$ cat config.mk
export PLATFORM = sky130hd
export DESIGN_NAME = threshold_pulse_gen
export DESIGN_NICKNAME = d
export VERILOG_FILES = /design/src/rtl/threshold_pulse_gen.sv
export SDC_FILE = /design/constraint.sdc
export NUM_CORES = 1
export LEC_CHECK = 0
export ABC_AREA = 1
export BUFFER_PORTS_ARGS = -buffer_cell sky130_fd_sc_hd__clkbuf_2
export CORE_MARGIN = 5
export CORE_UTILIZATION = 42
export DETAILED_ROUTE_END_ITERATION = 10
export GPL_ROUTABILITY_DRIVEN = 1
export GPL_TIMING_DRIVEN = 0
export HOLD_SLACK_MARGIN = 0.12
export PLACE_DENSITY = 0.62
export SETUP_SLACK_MARGIN = 0.1
export SLEW_MARGIN = 15
export SYNTH_ARGS = -nofsm -noshare
export SYNTH_HDL_FRONTEND = slang
export SYNTH_SLANG_ARGS = --single-unit
export TNS_END_PERCENT = 20
$ cat constraint.sdc
create_clock -name dataclk -period 1.7 [get_ports dataclk]
set_input_delay 0.34 -clock dataclk [delete_from_list [all_inputs] [get_ports dataclk]]
set_output_delay 0.34 -clock dataclk [all_outputs]
set_load 0.03 [all_outputs]
$ cat src/rtl/threshold_pulse_gen.sv
// threshold_pulse_gen
//   Turns the level-type threshold comparator output of a DAC channel into a
//   fixed-length TTL pulse followed by a refractory lockout. State advances
//   once per amplifier sample period (sample_strobe). Accepted triggers are
//   counted in a saturating event counter for host readout.
//
// Ports
//   dataclk        : system data clock, all logic on the rising edge
//   reset_n        : asynchronous active-low reset
//   sample_strobe  : one-dataclk pulse per sample period
//   en             : block enable; low forces IDLE immediately (next dataclk)
//   thrsh_in       : threshold comparator level
//   inwin_in       : window discriminator level
//   gate_en        : 1 = triggers only accepted while inwin_in is high
//   pulse_len      : TTL high time in sample periods (0 = no pulse)
//   refractory_len : lockout after the pulse in sample periods (0 = none)
//   count_clear    : synchronous clear of event_count (wins over increment)
//   ttl_out        : registered TTL pulse
//   busy           : high while in PULSE or REFRACT
//   event_strobe   : one-dataclk pulse per accepted trigger
//   event_count    : saturating count of accepted triggers
module threshold_pulse_gen #(
  parameter int LEN_WIDTH   = 16,
  parameter int COUNT_WIDTH = 16
) (
  input  logic                   dataclk,
  input  logic                   reset_n,
  input  logic                   sample_strobe,
  input  logic                   en,
  input  logic                   thrsh_in,
  input  logic                   inwin_in,
  input  logic                   gate_en,
  input  logic [LEN_WIDTH-1:0]   pulse_len,
  input  logic [LEN_WIDTH-1:0]   refractory_len,
  input  logic                   count_clear,
  output logic                   ttl_out,
  output logic                   busy,
  output logic                   event_strobe,
  output logic [COUNT_WIDTH-1:0] event_count
);

  typedef enum logic [1:0] {
    ST_IDLE    = 2'd0,
    ST_PULSE   = 2'd1,
    ST_REFRACT = 2'd2
  } state_t;

  state_t                 state_q, state_d;
  logic [LEN_WIDTH-1:0]   cnt_q, cnt_d;
  logic [LEN_WIDTH-1:0]   ref_q, ref_d;
  logic                   ttl_q, ttl_d;
  logic                   busy_q, busy_d;
  logic                   evs_q, evs_d;
  logic [COUNT_WIDTH-1:0] count_q, count_d;
  logic                   thrsh_prev_q, thrsh_prev_d;
  logic                   trigger;

  // Counter holds at all-ones instead of wrapping.
  function automatic logic [COUNT_WIDTH-1:0] sat_inc(input logic [COUNT_WIDTH-1:0] v);
    if (v == '1) begin
      sat_inc = v;
    end else begin
      sat_inc = v + 1'b1;
    end
  endfunction

  always_comb begin
    // Rising edge in the sample domain, optionally qualified by the window.
    trigger      = sample_strobe & en & thrsh_in & ~thrsh_prev_q &
                   (~gate_en | inwin_in);
    state_d      = state_q;
    cnt_d        = cnt_q;
    ref_d        = ref_q;
    ttl_d        = ttl_q;
    evs_d        = 1'b0;
    count_d      = count_q;
    thrsh_prev_d = thrsh_prev_q;

    if (!en) begin
      // Disable aborts any event in progress, independent of the strobe.
      state_d      = ST_IDLE;
      ttl_d        = 1'b0;
      cnt_d        = '0;
      thrsh_prev_d = 1'b0;
    end else if (sample_strobe) begin
      thrsh_prev_d = thrsh_in;
      case (state_q)
        ST_IDLE: begin
          if (trigger) begin
            evs_d = 1'b1;
            // Refractory length is latched now so later input changes do
            // not stretch or shorten the current event.
            ref_d = refractory_len;
            if (pulse_len != '0) begin
              state_d = ST_PULSE;
              ttl_d   = 1'b1;
              cnt_d   = pulse_len;
            end else if (refractory_len != '0) begin
              state_d = ST_REFRACT;
              cnt_d   = refractory_len;
            end
          end
        end
        ST_PULSE: begin
          if (cnt_q == LEN_WIDTH'(1)) begin
            ttl_d = 1'b0;
            if (ref_q != '0) begin
              state_d = ST_REFRACT;
              cnt_d   = ref_q;
            end else begin
              state_d = ST_IDLE;
              cnt_d   = '0;
            end
          end else begin
            cnt_d = cnt_q - 1'b1;
          end
        end
        ST_REFRACT: begin
          // A trigger on the exiting strobe is deliberately not taken.
          if (cnt_q == LEN_WIDTH'(1)) begin
            state_d = ST_IDLE;
            cnt_d   = '0;
          end else begin
            cnt_d = cnt_q - 1'b1;
          end
        end
        default: begin
          state_d = ST_IDLE;
          ttl_d   = 1'b0;
          cnt_d   = '0;
        end
      endcase
    end

    if (count_clear) begin
      count_d = '0;
    end else if (evs_d) begin
      count_d = sat_inc(count_q);
    end

    busy_d = (state_d != ST_IDLE);
  end

  always_ff @(posedge dataclk or negedge reset_n) begin
    if (!reset_n) begin
      state_q      <= ST_IDLE;
      cnt_q        <= '0;
      ref_q        <= '0;
      ttl_q        <= 1'b0;
      busy_q       <= 1'b0;
      evs_q        <= 1'b0;
      count_q      <= '0;
      thrsh_prev_q <= 1'b0;
    end else begin
      state_q      <= state_d;
      cnt_q        <= cnt_d;
      ref_q        <= ref_d;
      ttl_q        <= ttl_d;
      busy_q       <= busy_d;
      evs_q        <= evs_d;
      count_q      <= count_d;
      thrsh_prev_q <= thrsh_prev_d;
    end
  end

  assign ttl_out      = ttl_q;
  assign busy         = busy_q;
  assign event_strobe = evs_q;
  assign event_count  = count_q;

endmodule

==> Word-level counts from Yosys, hierarchy flattened <==
Index checks and enable logic that the tools add are counted.
Widths: inputs -> output; s select.
{ "classes": {"addsub": 2, "n_eq_ne": 11, "n_mux": 33, "bitwise": 7, "n_reduce_logical": 10} }
{ "ops": {"columns": ["op", "n"], "rows": [
  ["$mux 16", 11],
  ["$pmux 16 s3", 1],
  ["$reduce_bool 16->1", 3],
  ["$add 16x1->16 const B", 1],
  ["$eq 16x1->1 const B", 1],
  ["$eq 16x16->1 const B", 1],
  ["$mux 2", 8],
  ["$sub 16x1->16 const B", 1],
  ["$mux 1", 11],
  ["$ne 3x3->1 const B", 3],
  ["$ne 2x2->1 const B", 3],
  ["$pmux 2 s3", 1],
  ["$reduce_and 5->1", 1],
  ["$and 1x1->1", 4],
  ["$ne 4x4->1 const B", 1],
  ["$reduce_and 4->1", 1],
  ["$reduce_bool 2->1", 2],
  ["$pmux 1 s3", 1],
  ["$reduce_and 3->1", 1],
  ["$eq 2x1->1 const B", 1],
  ["$eq 2x2->1 const B", 1],
  ["$logic_not 2->1", 1],
  ["$not 1->1", 2],
  ["$reduce_and 2->1", 1],
  ["$or 1x1->1", 1]
]} }
{ "totals": {"reg_bits": 54, "inputBits": 40, "output_inout_bits": 19, "wordCells": 71} }

==> Logic depth before layout (Yosys ltp) <==
{ "logic_depth": {"word_depth": 10, "mapped_depth": 14, "mapped_depth_nobuf": 13} }

==> Worst setup path after synthesis <==
No wires, ideal clock.
{ "synth_path": {"kind": "register to register", "startpoint": "reg count_q[0], in the netlist event_count[0]", "endpoint": "reg count_q[1], in the netlist event_count[1]", "setup_time_ns": 0.133, "t_arrival_ns": 1.618, "required_time_ns": 1.567, "path_slack_ns": -0.051, "path_stages_with_launch": 8, "path_buffers": 1, "synth_period_minus_slack_ns": 1.751, "cell_sequence": "dfrtp_1 ha_1 nand3_1 nor2_1 nand4_1 nand2_1 clkbuf_1 o21ai_0"} }
{ "synth_between": {"elab_chain_cells": 4, "elab_cells_between_ends": 7, "classes_between": "add/sub (1); eq/ne (2); mux (3); reduce/logical (1)"} }
{ "synth_lines": {"columns": ["item", "line", "source"], "rows": [
  ["from (decl)", "54", "logic [COUNT_WIDTH-1:0] count_q, count_d;"],
  ["from (signal assigned)", "161", "count_q <= count_d;"],
  ["$add 16x1->16", "63", "sat_inc = v + 1'b1;"],
  ["$mux 16", "60", "if (v == '1) begin"],
  ["$mux 16", "137", "end else if (evs_d) begin"],
  ["$mux 16", "135", "if (count_clear) begin"]
]} }
Several ways; a longest one is shown, not always the timed one. The select of a mux whose other input is x is not followed.
A chain may end at the register's enable or synchronous reset.

==> Worst setup path in the final report <==
{ "layout_path": {"startpoint": "reg cnt_q[1]", "endpoint": "reg cnt_q[14]"} }
{ "layout_between": {"elab_chain_cells": 5, "elab_cells_between_ends": 7, "classes_between": "add/sub (1); eq/ne (1); mux (5)"} }
{ "layout_lines": {"columns": ["item", "line", "source"], "rows": [
  ["from (decl)", "49", "logic [LEN_WIDTH-1:0] cnt_q, cnt_d;"],
  ["from (signal assigned)", "156", "cnt_q <= cnt_d;"],
  ["$sub 16x1->16 or $eq 16x1->1 (tied branches)", null, null],
  ["$mux 16 (on tied branches)", "120, 105", null],
  ["$pmux 16 s3 (*)", "87", "case (state_q)"],
  ["$mux 16 (*)", "85", "end else if (sample_strobe) begin"],
  ["$mux 16 (*)", "79", "if (!en) begin"]
]} }
Mark *: on every way between the ends. The rest lies on a longest branch, timed or not. The select of a mux whose other input is x is not followed.

==> results.ini <==
[run_status]
status = finished, violations left
violations = negative setup slack

[place]
gp_congestion = 0.870
hpwl_um = 8240
dpl-instance-area_um2 = 4110
place_ws_ns = -0.286
place.port_buffers = 58

[worst_setup_path]
reg2reg_slack_ns = -0.04
reg2reg_depth = 14
critical_path_required_ns = 1.90
crit_top_cell = nand2_2
startpoint = cnt_q[1]
crit_buf_inv = 3
reg2reg_to = cnt_q[14]
worst-path-max-fanout = 5
cp-start-kind = register
crit_path_end = cnt_q[14]
slowest_delay_ns = 0.41
cp_slowest_cell = dfrtp_1
cp.depth = 14
path_delay_family = simple AND/OR/NAND/NOR gates
cp_cell_sequence = inv_2 -> ha_4 -> inv_2 -> nor2_1 -> nand2_1 -> nor2_2 -> nand2_2 -> nand2_2 -> nand2_4 -> buf_8 -> nand3_4 -> nand3_2 -> nand2_2 -> nand2_1
arrival_ns = 1.95
worstSetupPathType = reg -> reg
end_kind = register
r2r-start = cnt_q[1]

[cts]
clockBufferDepth = 2
clock_latency_ns = 0.31
htreeDepth = 2
cts_sinks = 54
cts-root-buf = clkbuf_8
clkSlewWorstSetupHoldPaths_ns = 0.10
cts_tree = built
cts_buffers = 5

[route]
routedWlPerCell_um = 14.3
drt_first_pass_iters = 6
vias_per_cell = 5.11
num_vias = 3832
ant_nets = 0
drc = 0
drt-initial-drc-count = 229
wl_um = 10700

[grt]
grt_pass1_wl_um = 17700
grt_usage = 0.211
antenna_found_initial = 0
overflow = 0
grt_pass1_vias = 3631
grt_max_degree = 34

[synth]
synth-seq-cells = 54
syn_avg_cell_area_um2 = 6.48
ys_warn_count = 0
synth_nets = 608
synthCells = 565
post_synth_num_cell_types = 27
synth_seq_area_share = 0.369
synth_area_um2 = 3660

[timing]
grt_setup_unrepaired = true
finalHoldViolCount = 0
fmax_ghz = 0.574
whs_ns = 0.263
skew_ns = 0.00966
post-route-period-util = 1.03
setup_viol = 11
max_slew_margin = 0.659
drv_slew = 0
setup_ws_ns = -0.0426
period_minus_slack_ns = 1.74
worstMarginPinSlew_ns = 0.512

[final_layout]
syn_to_final_growth_pct = 25.4
final_layout_size_suffix_gt1_frac = 0.255
fin_area_um2 = 4590
fill_cells = 896
nNetsFinal = 684
n_antenna_cell = 0
regArea_um2 = 1360
multiInputGateArea_um2 = 2250

[power_and_ir_drop]
power_leakage_nw = 2.44
powerDensity_nw_per_um2 = 724
ir_drop_v = 0.000350

[floorplan]
rows = 34
top_level_ports = 59
die_x_um = 103
initial_core_util = 0.426
die_area_um2 = 10700
core_um2 = 8590
fp.dieH_um = 103

[run]
maxCapViolCount = 0

[min_path]
min_path_type = in -> reg

## worst min-delay path: cells and delay by family
kind | cells | cell delay, ns
and+or+nand+nor | 2 | 0.13
buffers and inverters | 1 | 0.08
## per-layer routing
metal / global-route usage / vias up / routed length, µm
met5: 0 / - / 0
met4: 0.0508 / 0 / 154
met3: 0.0309 / 17 / 439
met2: 0.329 / 97 / 4900
met1: 0.307 / 1776 / 5250
li1: - / 1942 / -
## layout make-up
cell class                      count  share of cell area
Multi-Input combinational cell    429               0.490
Buffer                             16              0.0224
Sequential cell                    54               0.296
Clock inverter                      2             0.00273
Clock buffer                        6              0.0180
Tap cell                          108              0.0294
Timing Repair Buffer               69              0.0867
Inverter                           66              0.0540
## synth_stat cells
cell / instances / area (µm²)
a21oi_1: 2 / 10.0
a22oi_1: 1 / 7.51
a31o_2: 2 / 17.5
buf_2: 7 / 35.0
buf_4: 2 / 15.0
buf_6: 1 / 11.3
clkbuf_1: 6 / 22.5
dfrtp_1: 54 / 1350
ha_1: 3 / 37.5
inv_1: 64 / 240
inv_2: 2 / 7.51
nand2_1: 193 / 724
nand2_2: 1 / 6.26
nand3_1: 82 / 410
nand3b_1: 5 / 37.5
nand4_1: 13 / 81.3
nor2_1: 66 / 248
nor2_2: 5 / 31.3
nor2_4: 2 / 22.5
nor3_1: 3 / 15.0
o21ai_0: 31 / 155
o21ai_4: 1 / 16.3
o21bai_1: 3 / 22.5
o31ai_1: 3 / 22.5
or2_2: 1 / 6.26
xnor2_1: 1 / 8.76
xor2_1: 11 / 96.3
## worst min-delay path by stage
stage / slack, ns / end / start / depth (start not counted)
after floorplan: 0.04 / busy / reset_n / 0
after global placement: 0.46 / thrsh_prev_q / thrsh_prev_q / 2
after detailed placement: 0.30 / cnt_q[14] / reset_n / 1
after CTS: 0.26 / thrsh_prev_q / thrsh_in / 3
after global routing: 0.27 / thrsh_prev_q / thrsh_in / 3
final: 0.26 / thrsh_prev_q / thrsh_in / 3
## power breakdown
group | switching [W] | leakage, nW | internal, W
Combinational | 0.000602 | 1.69 | 0.000341
Clock | 0.000438 | 0.0472 | 0.000329
Sequential | 0.000171 | 0.700 | 0.00144
## cells in the final DEF, fill, tap and decap left out, drive strengths merged
cell type,instances
o21ai,32
nand2,194
or2,1
inv,66
nor2,73
dlygate4sd3,1
a21oi,2
o31ai,3
dfrtp,54
o21bai,3
clkbuf,69
buf,21
nand3,82
clkinvlp,1
clkinv,1
ha,3
nor3,3
a22oi,1
xnor2,1
nand3b,5
a31o,2
nand4,13
xor2,11
## cell families (layout without fill, tap and decap cells)
family          after synthesis  in the layout  share of synthesized area
flops                        54             54                      0.369
simple gates                371            371                      0.432
fa+ha+maj                     3              3                     0.0103
compound gates               43             43                     0.0687
xor+xnor                     12             12                     0.0287
buf+inv                      82            159                     0.0906
## sequential cells by signal (all words and copies together) (netlist names)
signal / flops
busy: 1
cnt_q: 16
event_count: 16
event_strobe: 1
ref_q: 16
state_q: 2
thrsh_prev_q: 1
ttl_out: 1
## through the flow
stage	util	TNS (ns)	power (W)	cells
after global placement	0.476	-2.93	0.00242	731
after global routing	0.534	-1.31	0.00355	750
after CTS	0.520	-0.461	0.00329	747
after detailed placement	0.478	-3.32	0.00244	732
after floorplan	-	0	0.00216	565
final	0.534	-0.189	0.00332	750
## what timing repair did
item / CTS / global route
endpoints found under the setup margin: 46 / 46
endpoints found under the hold margin: 21 / 0
gates cloned: 1 / 0
gates resized for setup: 55 / 34
setup buffers: 5 / 3
hold buffers: 1 / 0
pin swaps: 14 / 4
No activity file was read; power rests on OpenSTA's default activity.
